### src/rtl/uart_rx_ctrl.sv
// UART receive controller: frames start/data/parity/stop bits from an oversampled line
// using a majority-voted sample supplied by an external data sampler.
module uart_rx_ctrl (
  input  logic       CLK,
  input  logic       RST,
  input  logic       RX_IN,
  input  logic [5:0] prescale,
  input  logic       PAR_EN,
  input  logic       PAR_TYP,
  input  logic       sampled_bit,
  output logic       data_samp_en,
  output logic [4:0] edge_cnt,
  output logic [7:0] P_DATA,
  output logic       data_valid,
  output logic       par_err,
  output logic       stp_err
);

  typedef enum logic [2:0] {IDLE, START, DATA, PARITY, STOP} state_t;

  state_t     state;
  state_t     state_nxt;
  logic [2:0] bit_cnt;
  logic [5:0] pre_lat;
  logic       par_en_lat;
  logic       par_typ_lat;
  logic       bit_end;

  // Frame configuration is latched at the start edge, so mid-frame input changes are ignored
  assign bit_end = ({1'b0, edge_cnt} == (pre_lat - 6'd1));

  always_ff @(posedge CLK or negedge RST) begin
    if (!RST) begin
      state <= IDLE;
    end else begin
      state <= state_nxt;
    end
  end

  always_comb begin
    state_nxt    = state;
    data_samp_en = 1'b1;
    case (state)
      IDLE: begin
        data_samp_en = 1'b0;
        if (!RX_IN) begin
          state_nxt = START;
        end
      end
      START: begin
        if (bit_end) begin
          state_nxt = sampled_bit ? IDLE : DATA;
        end
      end
      DATA: begin
        if (bit_end && (bit_cnt == 3'd7)) begin
          state_nxt = par_en_lat ? PARITY : STOP;
        end
      end
      PARITY: begin
        if (bit_end) begin
          state_nxt = STOP;
        end
      end
      STOP: begin
        if (bit_end) begin
          state_nxt = IDLE;
        end
      end
      default: state_nxt = IDLE;
    endcase
  end

  // Parity is checked against the fully assembled byte; the stop bit gates data_valid
  always_ff @(posedge CLK or negedge RST) begin
    if (!RST) begin
      edge_cnt    <= 5'd0;
      bit_cnt     <= 3'd0;
      pre_lat     <= 6'd0;
      par_en_lat  <= 1'b0;
      par_typ_lat <= 1'b0;
      P_DATA      <= 8'h00;
      data_valid  <= 1'b0;
      par_err     <= 1'b0;
      stp_err     <= 1'b0;
    end else begin
      data_valid <= 1'b0;
      if (state == IDLE) begin
        edge_cnt <= 5'd0;
        if (!RX_IN) begin
          bit_cnt     <= 3'd0;
          pre_lat     <= prescale;
          par_en_lat  <= PAR_EN;
          par_typ_lat <= PAR_TYP;
          par_err     <= 1'b0;
          stp_err     <= 1'b0;
        end
      end else begin
        edge_cnt <= bit_end ? 5'd0 : edge_cnt + 5'd1;
        if (bit_end) begin
          case (state)
            DATA: begin
              P_DATA  <= {sampled_bit, P_DATA[7:1]};
              bit_cnt <= bit_cnt + 3'd1;
            end
            PARITY: begin
              par_err <= sampled_bit ^ (^P_DATA) ^ par_typ_lat;
            end
            STOP: begin
              stp_err    <= ~sampled_bit;
              data_valid <= sampled_bit & ~par_err;
            end
            default: begin
            end
          endcase
        end
      end
    end
  end

endmodule

### config.mk
export PLATFORM = sky130hd
export DESIGN_NAME = uart_rx_ctrl
export DESIGN_NICKNAME = d
export VERILOG_FILES = /design/src/rtl/uart_rx_ctrl.sv
export SDC_FILE = /design/constraint.sdc
export NUM_CORES = 1
export LEC_CHECK = 0
export ABC_AREA = 1
export BUFFER_PORTS_ARGS = -buffer_cell sky130_fd_sc_hd__buf_2
export CORE_MARGIN = 2
export CORE_UTILIZATION = 50
export CTS_CLUSTER_DIAMETER = 40
export DETAILED_ROUTE_END_ITERATION = 10
export PLACE_DENSITY = 0.86
export SKIP_LAST_GASP = 1
export SYNTH_ARGS = -nofsm -noshare
export SYNTH_HDL_FRONTEND = slang
export SYNTH_SLANG_ARGS = --single-unit
### constraint.sdc
create_clock -name CLK -period 1.6 [get_ports CLK]
set_input_delay 0.16 -clock CLK [delete_from_list [all_inputs] [get_ports CLK]]
set_output_delay 0.16 -clock CLK [all_outputs]
set_load 0.01 [all_outputs]
==> results of run 1 <==
cell type report:
cell class / instances / area, um2
Clock buffer: 6 / 51.3
Multi-Input combinational cell: 150 / 910
Tap cell: 46 / 57.6
Sequential cell: 30 / 753
Fill cell: 295 / 1110
Clock inverter: 2 / 12.5
Inverter: 29 / 109
Timing Repair Buffer: 45 / 279
layout by cell type, fill, tap and decap left out, types with 3 or more instances in the layout:
cell type                       count
sky130_fd_sc_hd__xor2_1             4
sky130_fd_sc_hd__dfrtp_1           28
sky130_fd_sc_hd__nand2_1           59
sky130_fd_sc_hd__nand3_4            3
sky130_fd_sc_hd__ha_1               3
sky130_fd_sc_hd__nand2_2            4
sky130_fd_sc_hd__buf_4             13
sky130_fd_sc_hd__nand3_1           15
sky130_fd_sc_hd__xnor2_1            6
sky130_fd_sc_hd__inv_1             22
sky130_fd_sc_hd__clkbuf_4           5
sky130_fd_sc_hd__nor2_4             5
sky130_fd_sc_hd__inv_2              7
sky130_fd_sc_hd__nor2_1            12
sky130_fd_sc_hd__nand3_2            6
sky130_fd_sc_hd__a21oi_2            3
sky130_fd_sc_hd__o21ai_1            9
sky130_fd_sc_hd__dlygate4sd3_1      3
sky130_fd_sc_hd__o21ai_0            7
sky130_fd_sc_hd__buf_2             28
sequential cells by signal, indices dropped and copies added (netlist names):
register	flops
bit_cnt	3
pre_lat	6
state	3
data_valid	1
par_typ_lat	1
par_err	1
stp_err	1
par_en_lat	1
edge_cnt	5
P_DATA	8
logic make-up (layout without fill, tap and decap cells):
logic type,after synthesis,count (layout),synth area share [%]
compound gates,22,22,7.69
xor+xnor,10,10,5.23
fa+ha+maj,4,4,2.99
buf+inv,32,82,7.77
flops,30,30,44.8
simple gates,113,114,31.5
per-stage QoR:
| stage | area, um2 | TNS, ns | power [uW] | util (%) |
|---|---|---|---|---|
| global placement | 1930 | -0.273 | 3170 | 58.8 |
| global route | 2170 | -3.68 | 4430 | 66.1 |
| finish | 2170 | -1.85 | 4050 | 66.1 |
| floorplan | 1700 | -0.0929 | 2650 | - |
| detailed placement | 1930 | -0.905 | 3230 | 58.8 |
| CTS | 2100 | -1.07 | 3950 | 64.0 |
critical path, cell delays in order, from the launching register on:
cell	delay, ns
sky130_fd_sc_hd__dfrtp_1	0.38
sky130_fd_sc_hd__inv_2	0.06
sky130_fd_sc_hd__ha_4	0.27
sky130_fd_sc_hd__inv_2	0.03
sky130_fd_sc_hd__nand2_1	0.04
sky130_fd_sc_hd__nand2_1	0.05
sky130_fd_sc_hd__nor2_1	0.08
sky130_fd_sc_hd__nand2_1	0.09
sky130_fd_sc_hd__nor2_4	0.16
sky130_fd_sc_hd__buf_4	0.15
sky130_fd_sc_hd__nand3_4	0.14
sky130_fd_sc_hd__nor2_2	0.15
sky130_fd_sc_hd__a21oi_2	0.04
worst min path at each step:
stage	slack, ns	depth (start not counted)	endpoint	from
floorplan	-0.14	0	P_DATA[0]$_DFFE_PN0P_	RST
global placement	0.23	1	pre_lat[4]$_DFFE_PN0P_	RST
detailed placement	0.23	1	pre_lat[3]$_DFFE_PN0P_	RST
CTS	0.003	3	pre_lat[4]$_DFFE_PN0P_	prescale[4]
global route	0.006	3	par_en_lat$_DFFE_PN0P_	PAR_EN
finish	0.01	3	pre_lat[4]$_DFFE_PN0P_	prescale[4]
metal layers:
| layer | vias to the layer above | track usage, % | wire, um |
|---|---|---|---|
| met1 | 723 | 29.3 | 1630 |
| met4 | 0 | 9.12 | 58 |
| li1 | 768 | - | - |
| met2 | 45 | 36.4 | 1790 |
| met3 | 7 | 6.21 | 213 |
| met5 | - | 0 | 0 |
power by group:
part	internal, uW	switching (uW)	leakage, uW
combinational	973	1330	0.000675
clock	211	285	0.0000343
sequential	998	253	0.000390
total	2180	1870	0.00110
timing repair:
item                                    in CTS  in global routing
hold buffers                                 3                  0
buffers inserted                             5                  1
pin swaps                                    4                  4
gates resized for setup                      6                 16
gates cloned                                 1                  0
endpoints found under the setup margin      21                 23
endpoints found under the hold margin       32                  0
==> reports/qor.tcl, run 1 <==
set qor(post-synth-top-count-cell) {sky130_fd_sc_hd__nand2_1}
set qor(synth.top_cell.area_share_pct) 44.8
set qor(stdcell_count) 308
set qor(finish.net_count) 277
set qor(pwr_density_cell_nw_per_um2) 1860
set qor(globalRouteOverflowTotal) 0
set qor(ir_worst_vdd_mv) 0.994
set qor(post-place-ws_ns) -0.0937
set qor(synth_flop_cell) {sky130_fd_sc_hd__dfrtp_1}
set qor(place.detailed.instances) 290
set qor(outcome) {finished, violations left}
set qor(timing.critical_path.arrival_ns) 1.98
set qor(overall_routed_net_length_um) 3690
set qor(cts_root_buffer) {sky130_fd_sc_hd__clkbuf_4}
set qor(largest_net_degree_at_the_start_of_global_routing) 31
set qor(placeableCoreArea_um2) 3280
set qor(post-route-worst-setup-slack_ns) -0.141
set qor(clkTransAtPathRegs_ns) 0.11
set qor(ys_types) 25
set qor(global_route_wire_length_before_repair_um) 6220
set qor(groute.usage.overall_pct) 22.7
set qor(finalHoldWorstSlack_ns) 0.0120
set qor(number_of_antenna_violations_at_the_first_check_in_global_routing) 0
set qor(violations_in_the_final_reports) {negative setup slack}
set qor(timing.fmax_mhz) 574
set qor(route.detailed.vias_per_inst) 5.01
set qor(synth.cell_area_um2) 1680
set qor(tritoncts) {done}
set qor(ys_async_sr_fraction_pct) 100
set qor(clock_tree.buffer_depth) 2
set qor(floorplan.die_area_um2) 3830
set qor(rr_endpoint) {P_DATA[4]$_DFFE_PN0P_}
set qor(area_delta_synth_final_pct) 29.6
set qor(yosys.area.top_type) {sky130_fd_sc_hd__dfrtp_1}
set qor(reg2reg_slack_ns) -0.14
set qor(insertion_delay_ns) 0.35
set qor(initial_core_util_pct) 51.0
set qor(rows) 21
set qor(layout_worst_path_cycle_share_pct) 109
set qor(power.static_leakage_uw) 0.00110
set qor(detail_route.first_pass.iterations) 4
set qor(finClkSkew_ns) 0.0215
set qor(timing.final.hold_violations) 0
set qor(grt_pass1_vias) 1398
set qor(worst_setup_path_end_kind) {register}
set qor(pin_count) 29
set qor(syn_nets) 227
set qor(cp-start-kind) {register}
set qor(first_iter_violations) 67
set qor(post-dp-hpwl_um) 2500
set qor(vias) 1543
set qor(period_minus_slack_ns) 1.74
set qor(final_max_slew_viol_count) 0
set qor(remaining_drc_errors) 0
set qor(crit_path_start) {pre_lat[0]$_DFFE_PN0P_}
set qor(final-setup-viol-count) 21
set qor(worst_hold_path_type) {in2reg}
set qor(path_class) {reg2reg}
set qor(numCtsBuffers) 5
set qor(maxCapViolCount) 0
set qor(timing.slew.headroom_pct) 55.3
set qor(synth_sequential_area_ratio_pct) 44.8
set qor(num_antenna_cells) 0
set qor(worst_setup_path_endpoint) {P_DATA[4]$_DFFE_PN0P_}
set qor(place.gp.congestion) 0.849
set qor(synth-edff-count) 0
set qor(wl_per_cell_um) 12.0
set qor(io_buffers) 28
set qor(yosys_warnings) 0
set qor(die_w_um) 61.9
set qor(tritoncts_num_sinks) 30
set qor(synth_top_cells_by_count) {63 x sky130_fd_sc_hd__nand2_1, 30 x sky130_fd_sc_hd__dfrtp_1, 25 x sky130_fd_sc_hd__inv_1}
set qor(worst_ep_required_time_ns) 1.84
set qor(htree_num_levels) 2
set qor(synthCells) 211
set qor(unrepaired_setup_endpoints_after_global_routing) {yes}
set qor(rr_startpoint) {pre_lat[0]$_DFFE_PN0P_}
set qor(syn_area_per_cell_um2) 7.94
set qor(worst_pin_slew_ns) 0.670
set qor(max_fo_critical_path) 8
set qor(synth.top_cells.by_area) {sky130_fd_sc_hd__dfrtp_1 45%, sky130_fd_sc_hd__nand2_1 14%, sky130_fd_sc_hd__nand3_1 6.3%}
set qor(r2r_cells) 12
set qor(final_layout_size_suffix_gt1_share_pct) 33.2
set qor(die_height_um) 61.9
set qor(ys_seq_elements) 30
set qor(antenna_violating_nets_post_route) 0
Power figures use the tool's default switching activity.
==> inputs of run 2 (changes only) <==
- CELL_PAD_IN_SITES_DETAIL_PLACEMENT: unset -> 0
- CELL_PAD_IN_SITES_GLOBAL_PLACEMENT: unset -> 1
- CORE_UTILIZATION: 50 -> 36
- PLACE_DENSITY: 0.86 -> 0.85
==> reports/qor.tcl, run 2 (same netlist as run 1, synthesis figures left out) <==
set qor(flip_flop_count_of_the_largest_register_all_copies_and_words_added) 8 ;# unchanged
set qor(tritoncts_num_sinks) 30 ;# unchanged
set qor(post-dp-hpwl_um) 2720 ;# +9.1%
set qor(timing.slew.headroom_pct) 54.0 ;# -1.3 points
set qor(grt_pass1_vias) 1404 ;# +0.43%
set qor(remaining_drc_errors) 0 ;# unchanged
set qor(wl_per_cell_um) 11.7 ;# -2.5%
set qor(place.detailed.instances) 295 ;# +1.7%
set qor(rows) 24 ;# +14%
set qor(p_sw_uw) 1770 ;# -5.2%
set qor(timing.critical_path.arrival_ns) 1.88 ;# -0.10 ns
set qor(post-place-ws_ns) -0.159 ;# -0.0655 ns
set qor(stdcell_count) 308 ;# unchanged
set qor(floorplan.die_area_um2) 5220 ;# +36%
set qor(final_layout_size_suffix_gt1_share_pct) 28.5 ;# -4.7 points
set qor(insertion_delay_ns) 0.28 ;# -0.07 ns
set qor(timing.final.hold_violations) 0 ;# unchanged
set qor(tritoncts) {done}
set qor(antenna_violating_nets_post_route) 0 ;# unchanged
set qor(global_route_wire_length_before_repair_um) 6380 ;# +2.4%
set qor(layout_worst_path_cycle_share_pct) 107 ;# -1.4 points
set qor(groute.usage.overall_pct) 15.7 ;# -7.0 points
set qor(initial_core_util_pct) 38.0 ;# -13 points
set qor(finalHoldWorstSlack_ns) 0.0742 ;# +0.0622 ns
set qor(pwr_density_cell_nw_per_um2) 1900 ;# +1.8%
set qor(combinationalPowerShare_pct) 53.1 ;# -3.7 points
set qor(largest_registers) {P_DATA (8), pre_lat (6), edge_cnt (5)}
set qor(finClkSkew_ns) 0.00598 ;# -0.0156 ns
set qor(worst_pin_slew_ns) 0.690 ;# +0.0200 ns
set qor(clkTransAtPathRegs_ns) 0.07 ;# -0.04 ns
set qor(ir_worst_vdd_mv) 0.994 ;# about the same
set qor(num_antenna_cells) 0 ;# unchanged
set qor(path_class) {reg2reg}
set qor(clock_tree.buffer_depth) 2 ;# unchanged
set qor(worst_setup_path_endpoint) {bit_cnt[0]$_DFFE_PN0P_}
set qor(violations_in_the_final_reports) {negative setup slack}
set qor(cts_root_buffer) {sky130_fd_sc_hd__clkbuf_8}
set qor(io_buffers) 28 ;# unchanged
set qor(worst_ep_required_time_ns) 1.77 ;# -0.07 ns
set qor(outcome) {finished, violations left}
set qor(htree_num_levels) 2 ;# unchanged
set qor(power.static_leakage_uw) 0.00109 ;# -0.96%
set qor(internal-power_uw) 2220 ;# +1.7%
set qor(cp-start-kind) {register}
set qor(die_w_um) 72.2 ;# +17%
set qor(max_fo_critical_path) 6 ;# -2
set qor(clock_power_share_pct) 15.8 ;# +3.5 points
set qor(place.gp.congestion) 0.850 ;# +0.11%
set qor(rr_startpoint) {pre_lat[0]$_DFFE_PN0P_}
set qor(detail_route.first_pass.iterations) 4 ;# unchanged
set qor(area_delta_synth_final_pct) 25.5
set qor(layout_commonest_cell) {sky130_fd_sc_hd__nand2_1}
set qor(die_height_um) 72.2 ;# +17%
set qor(overall_routed_net_length_um) 3600 ;# -2.5%
set qor(reg2reg_slack_ns) -0.12 ;# +0.02 ns
set qor(post-route-worst-setup-slack_ns) -0.119 ;# +0.0217 ns
set qor(number_of_antenna_violations_at_the_first_check_in_global_routing) 0 ;# unchanged
set qor(placeableCoreArea_um2) 4410 ;# +34%
set qor(switching_share_pct) 44.3 ;# -1.8 points
set qor(seq_power_share_pct) 31.2 ;# +0.3 points
set qor(globalRouteOverflowTotal) 0 ;# unchanged
set qor(post-route-util_pct) 47.6 ;# -18 points
set qor(largest_net_degree_at_the_start_of_global_routing) 31 ;# unchanged
set qor(vias) 1448 ;# -6.2%
set qor(crit_path_start) {pre_lat[0]$_DFFE_PN0P_}
set qor(maxCapViolCount) 0 ;# unchanged
set qor(worst_setup_path_end_kind) {register}
set qor(finish.net_count) 271 ;# -2.2%
set qor(first_iter_violations) 64 ;# -4.5%
set qor(rr_endpoint) {bit_cnt[0]$_DFFE_PN0P_}
set qor(numCtsBuffers) 5 ;# unchanged
set qor(final-setup-viol-count) 22 ;# +4.8%
set qor(most-common-layout-cells) {60 x sky130_fd_sc_hd__nand2_1, 30 x sky130_fd_sc_hd__dfrtp_1, 28 x sky130_fd_sc_hd__buf_2}
set qor(route.detailed.vias_per_inst) 4.70 ;# -6.2%
set qor(unrepaired_setup_endpoints_after_global_routing) {yes}
set qor(largest-register) {P_DATA}
set qor(r2r_cells) 13 ;# +1
set qor(period_minus_slack_ns) 1.72 ;# -0.0217 ns
set qor(final_max_slew_viol_count) 0 ;# unchanged
set qor(pin_count) 29 ;# unchanged
set qor(worst_hold_path_type) {in2reg}
set qor(timing.fmax_mhz) 582 ;# +1.3%
## run 2: power groups by stage
stage | logic (uW) | clock network, uW | registers [uW]
4_1_cts | 2090 | 649 | 1240
2_1_floorplan | 1410 | 0 | 1240
5_1_grt | 2420 | 689 | 1280
3_5_place_dp | 2020 | 0 | 1240
3_3_place_gp | 1990 | 0 | 1250
6_report | 2120 | 629 | 1240
## run 2: critical path, cell delays in order, from the launching register on
cell and delay [ns]:
sky130_fd_sc_hd__dfrtp_1 0.36, sky130_fd_sc_hd__inv_2 0.06, sky130_fd_sc_hd__ha_4 0.26, sky130_fd_sc_hd__inv_2 0.03
sky130_fd_sc_hd__nand2_1 0.04, sky130_fd_sc_hd__nand2_1 0.06, sky130_fd_sc_hd__nor2_2 0.12, sky130_fd_sc_hd__nand2_2 0.07
sky130_fd_sc_hd__nor2_4 0.17, sky130_fd_sc_hd__nand2_4 0.10, sky130_fd_sc_hd__nand2_4 0.11, sky130_fd_sc_hd__nand3_4 0.10
sky130_fd_sc_hd__nand2_1 0.07, sky130_fd_sc_hd__o21ai_1 0.05
## run 2: how the worst min path moves through the flow
stage / startpoint / end / slack, ns / depth (start not counted)
2_1_floorplan: RST / P_DATA[0]$_DFFE_PN0P_ / -0.14 / 0
3_3_place_gp: RST / par_typ_lat$_DFFE_PN0P_ / 0.24 / 1
3_5_place_dp: RST / par_typ_lat$_DFFE_PN0P_ / 0.25 / 1
4_1_cts: PAR_TYP / par_typ_lat$_DFFE_PN0P_ / 0.07 / 3
5_1_grt: PAR_TYP / par_typ_lat$_DFFE_PN0P_ / 0.09 / 3
6_report: PAR_TYP / par_typ_lat$_DFFE_PN0P_ / 0.07 / 3
## run 2: per-stage QoR
step | total power, uW | instance area (um2) | TNS, ns
final | 3990 | 2100 | -1.88
after global routing | 4390 | 2100 | -5.65
after CTS | 3980 | 2080 | -2.69
after detailed placement | 3260 | 1940 | -2.52
after global placement | 3230 | 1940 | -1.62
after floorplan | 2650 | 1700 | -0.0929
## run 2: final cells by class
class                      count  area [um2]
timing repair buffer          40         245
fill                         409        2310
sequential                    30         751
tap                           52        65.1
clock inverter                 1        5.00
multi-input combinational    149         842
inverter                      29         109
clock buffer                   7        86.3
## run 2: metal layers
metal	vias up	wire [um]	global-route usage (%)	part of all wire [%]
met3	6	186	4.72	5.2
li1	757	-	-	-
met5	-	0	0	0
met2	30	1650	24.5	46
met4	0	54	4.61	1.5
met1	655	1710	21.1	47
## run 2: what timing repair did
item / 4_1_cts / 5_1_grt
endpoints found under the setup margin: 21 / 23
gates resized for setup: 1 / 6
pin swaps: 3 / 9
setup buffers: 4 / 0
hold buffers: 1 / 0
endpoints found under the hold margin: 30 / 0
gates cloned: 0 / 0
==> inputs of run 3 (changes only) <==
- ABC_AREA: 1 -> 0
- CORE_UTILIZATION: 36 -> 39
- PLACE_DENSITY: 0.85 -> 0.86
==> reports/qor.tcl, run 3 <==
set qor(final-setup-viol-count) 22 ;# unchanged
set qor(post-route-util_pct) 53.8 ;# +6.1 points
set qor(detail_route.first_pass.iterations) 4 ;# unchanged
set qor(die_w_um) 68.1 ;# -5.7%
set qor(synth.top_cells.by_area) {sky130_fd_sc_hd__dfrtp_1 47%, sky130_fd_sc_hd__mux2_2 8.4%, sky130_fd_sc_hd__xnor2_1 7.6%}
set qor(synth_top_cells_by_count) {30 x sky130_fd_sc_hd__dfrtp_1, 14 x sky130_fd_sc_hd__nand2_1, 14 x sky130_fd_sc_hd__xnor2_1}
set qor(violations_in_the_final_reports) {negative setup slack}
set qor(maxCapViolCount) 0 ;# unchanged
set qor(grt_pass1_vias) 1404 ;# unchanged
set qor(worst_ep_required_time_ns) 1.76 ;# about the same
set qor(post_synth_fa_ha_maj_area_fraction_pct) 3.12 ;# +0.13 points
set qor(finClkSkew_ns) 0.00398 ;# -0.00200 ns
set qor(clock_tree.buffer_depth) 2 ;# unchanged
set qor(post-dp-hpwl_um) 2700 ;# -0.80%
set qor(synth.cell_area_um2) 1600 ;# -4.3%
set qor(tritoncts) {done}
set qor(rows) 23 ;# -4.2%
set qor(layout_worst_path_cycle_share_pct) 147 ;# +40 points
set qor(main_combinational_cell_family_by_area_after_synthesis) {simple AND/OR/NAND/NOR gates}
set qor(first_iter_violations) 77 ;# +20%
set qor(yosys-mux-area-fraction_pct) 9.05 ;# +9.0 points
set qor(floorplan.die_area_um2) 4640 ;# -11%
set qor(route.detailed.vias_per_inst) 5.20 ;# +11%
set qor(overall_routed_net_length_um) 3750 ;# +4.3%
set qor(antenna_violating_nets_post_route) 0 ;# unchanged
set qor(io_buffers) 28 ;# unchanged
set qor(worstPathBufferInverterCount) 1 ;# -1
set qor(synth.top_cell.area_share_pct) 46.8 ;# +2.0 points
set qor(worst_hold_path.endpoint) {par_en_lat$_DFFE_PN0P_}
set qor(insertion_delay_ns) 0.28 ;# about the same
set qor(ir_worst_vdd_mv) 0.719 ;# -28%
set qor(cell_area_placed_um2) 1930 ;# -0.58%
set qor(synth_simple_gate_area_share_pct) 15.7 ;# -16 points
set qor(global_route_wire_length_before_repair_um) 6160 ;# -3.4%
set qor(syn_area_per_cell_um2) 10.9 ;# +37%
set qor(path_class) {reg2reg}
set qor(clkTransAtPathRegs_ns) 0.06 ;# about the same
set qor(outcome) {finished, violations left}
set qor(globalRouteOverflowTotal) 0 ;# unchanged
set qor(num_antenna_cells) 0 ;# unchanged
set qor(timing.fmax_mhz) 424 ;# -27%
set qor(remaining_drc_errors) 0 ;# unchanged
set qor(ys_seq_elements) 30 ;# unchanged
set qor(post-synth-top-count-cell) {sky130_fd_sc_hd__dfrtp_1}
set qor(num-fill-cells) 348 ;# -15%
set qor(largest_net_degree_at_the_start_of_global_routing) 31 ;# unchanged
set qor(place.detailed.instances) 239 ;# -19%
set qor(worst_pin_slew_ns) 0.673 ;# -0.0179 ns
set qor(reg2reg_slack_ns) -0.76 ;# -0.64 ns
set qor(yosys_warnings) 0 ;# unchanged
set qor(stdcell_count) 254 ;# -18%
set qor(final_layout_size_suffix_gt1_share_pct) 44.1 ;# +16 points
set qor(layout_commonest_cell) {sky130_fd_sc_hd__dfrtp_1}
set qor(flip_flop_count_of_the_largest_register_all_copies_and_words_added) 8 ;# unchanged
set qor(area_delta_synth_final_pct) 33.2
set qor(worst_hold_path_cell_count) 3 ;# unchanged
set qor(timing.critical_path.max_delay_family) {simple AND/OR/NAND/NOR gates}
set qor(hp-start) {PAR_EN}
set qor(synth-edff-count) 0 ;# unchanged
set qor(timing.slew.headroom_pct) 55.2 ;# +1.2 points
set qor(period_minus_slack_ns) 2.36 ;# +0.639 ns
set qor(critPathSlowestCell) {sky130_fd_sc_hd__or4_4}
set qor(rr_endpoint) {P_DATA[0]$_DFFE_PN0P_}
set qor(worst_hold_path_type) {in2reg}
set qor(final_max_slew_viol_count) 0 ;# unchanged
set qor(vias) 1321 ;# -8.8%
set qor(power.static_leakage_uw) 0.00103 ;# -5.2%
set qor(unrepaired_setup_endpoints_after_global_routing) {yes}
set qor(ys_types) 38 ;# +52%
set qor(groute.usage.overall_pct) 18.1 ;# +2.4 points
set qor(timing.final.hold_violations) 0 ;# unchanged
set qor(fin_setup_tns_ns) -15.31 ;# -13.43 ns
set qor(placeableCoreArea_um2) 3970 ;# -10%
set qor(htree_num_levels) 2 ;# unchanged
set qor(synth_sequential_area_ratio_pct) 46.8 ;# +2.0 points
set qor(timing.critical_path.arrival_ns) 2.52 ;# +0.64 ns
set qor(initial_core_util_pct) 40.4 ;# +2.4 points
set qor(synth_compound_gate_area_share_pct) 10.7 ;# +3.0 points
set qor(critical-path-max-stage-delay_ns) 0.52 ;# +0.16 ns
set qor(yosys.area.top_type) {sky130_fd_sc_hd__dfrtp_1}
set qor(place.gp.congestion) 0.842 ;# -0.95%
set qor(number_of_antenna_violations_at_the_first_check_in_global_routing) 0 ;# unchanged
set qor(multi_input_comb_area_um2) 856 ;# +1.6%
set qor(tritoncts_num_sinks) 30 ;# unchanged
set qor(worst_setup_path_end_kind) {register}
set qor(final_design_area_excluding_fillers_um2) 2140 ;# +1.5%
set qor(ys_async_sr_fraction_pct) 100 ;# unchanged
set qor(post_synth_xor_area_fraction_pct) 9.83 ;# +4.6 points
set qor(r2r_cells) 6 ;# -7
set qor(largest_registers) {P_DATA (8), pre_lat (6), edge_cnt (5)}
set qor(synthCells) 147 ;# -30%
set qor(numCtsBuffers) 5 ;# unchanged
set qor(worstSetupPathDepth) 6 ;# -7
set qor(most-common-layout-cells) {30 x sky130_fd_sc_hd__dfrtp_1, 28 x sky130_fd_sc_hd__buf_2, 24 x sky130_fd_sc_hd__buf_4}
set qor(max_fo_critical_path) 8 ;# +2
set qor(finish.net_count) 219 ;# -19%
set qor(cts_root_buffer) {sky130_fd_sc_hd__clkbuf_8}
set qor(cp-start-kind) {register}
set qor(largest-register) {P_DATA}
set qor(layout.area.seq_um2) 751 ;# unchanged
set qor(syn_nets) 163 ;# -28%
set qor(synth_flop_cell) {sky130_fd_sc_hd__dfrtp_1}
set qor(pin_count) 29 ;# unchanged
set qor(die_height_um) 68.1 ;# -5.7%
set qor(post-route-worst-setup-slack_ns) -0.758 ;# -0.639 ns
set qor(post-place-ws_ns) -0.749 ;# -0.590 ns
set qor(pwr_density_cell_nw_per_um2) 1870 ;# -1.3%
set qor(critical_path.cell_chain) {or4_4 > or3_4 > a2111oi_4 > buf_4 > nand4_4 > mux2_2}
set qor(wl_per_cell_um) 14.8 ;# +26%
set qor(rr_startpoint) {pre_lat[0]$_DFFE_PN0P_}
[run 3: cell count changes after synthesis, moves of 9 or more]
cell,before,now
sky130_fd_sc_hd__inv_1,25,6
sky130_fd_sc_hd__mux2_2,0,12
sky130_fd_sc_hd__nand2_1,63,14
sky130_fd_sc_hd__nand3_1,21,4
sky130_fd_sc_hd__nor2_1,15,5
sky130_fd_sc_hd__o21ai_1,9,0
[run 3: how the worst max path moves through the flow]
stage,from,end
5_1_grt,pre_lat[1]$_DFFE_PN0P_,P_DATA[0]$_DFFE_PN0P_
6_report,pre_lat[0]$_DFFE_PN0P_,P_DATA[0]$_DFFE_PN0P_
3_5_place_dp,pre_lat[0]$_DFFE_PN0P_,P_DATA[0]$_DFFE_PN0P_
3_3_place_gp,pre_lat[0]$_DFFE_PN0P_,data_valid$_DFF_PN0_
2_1_floorplan,pre_lat[0]$_DFFE_PN0P_,P_DATA[0]$_DFFE_PN0P_
4_1_cts,pre_lat[1]$_DFFE_PN0P_,P_DATA[0]$_DFFE_PN0P_
[run 3: through the flow]
| stage | total power [uW] | hold slack [ns] |
|---|---|---|
| after floorplan | 2430 | -0.136 |
| after detailed placement | 3060 | 0.247 |
| after global routing | 4280 | 0.103 |
| after CTS | 3830 | 0.0798 |
| after global placement | 2980 | 0.217 |
| final | 4000 | 0.0876 |
[run 3: metal layers]
| layer | up-vias | track usage, % | share of wire, % |
|---|---|---|---|
| met5 | - | 0 | 0 |
| met4 | 0 | 5.50 | 0.80 |
| met3 | 3 | 5.43 | 5.7 |
| met2 | 36 | 32.9 | 52 |
| met1 | 647 | 20.1 | 42 |
| li1 | 635 | - | - |
[run 3: worst register-to-register path, stage by stage (launching register included)]
cell and delay [ns]:
sky130_fd_sc_hd__dfrtp_1 0.40, sky130_fd_sc_hd__or4_4 0.52, sky130_fd_sc_hd__or3_4 0.35, sky130_fd_sc_hd__a2111oi_4 0.29
sky130_fd_sc_hd__buf_4 0.20, sky130_fd_sc_hd__nand4_4 0.16, sky130_fd_sc_hd__mux2_2 0.33
[run 3: what timing repair did]
item,CTS,global route
gates cloned,2,0
pin swaps,3,6
hold buffers,1,0
hold endpoints to repair,30,0
gates resized for setup,6,12
buffers inserted,3,1
setup endpoints to repair,22,22
[run 3: layout make-up]
type | instances | area share [%]
clock buffers | 7 | 4.04
inverters | 6 | 1.05
repair buffers | 55 | 16.5
well taps | 50 | 2.93
flip-flops and latches | 30 | 35.1
clock inverters | 1 | 0.234
multi-input cells | 105 | 40.1
[run 3: kinds of logic after synthesis]
kind of cell	after synthesis
compound gates	24
xor+xnor	18
fa+ha+maj	4
buf+inv	13
flops	30
mux	13
simple gates	45
[run 3: power breakdown]
group / switching [uW] / internal (uW) / leakage [uW] / total [uW]
Sequential: 174 / 991 / 0.000386 / 1160
Clock: 277 / 346 / 0.0000482 / 623
Combinational: 1110 / 1100 / 0.000598 / 2210
Total: 1560 / 2440 / 0.00103 / 4000
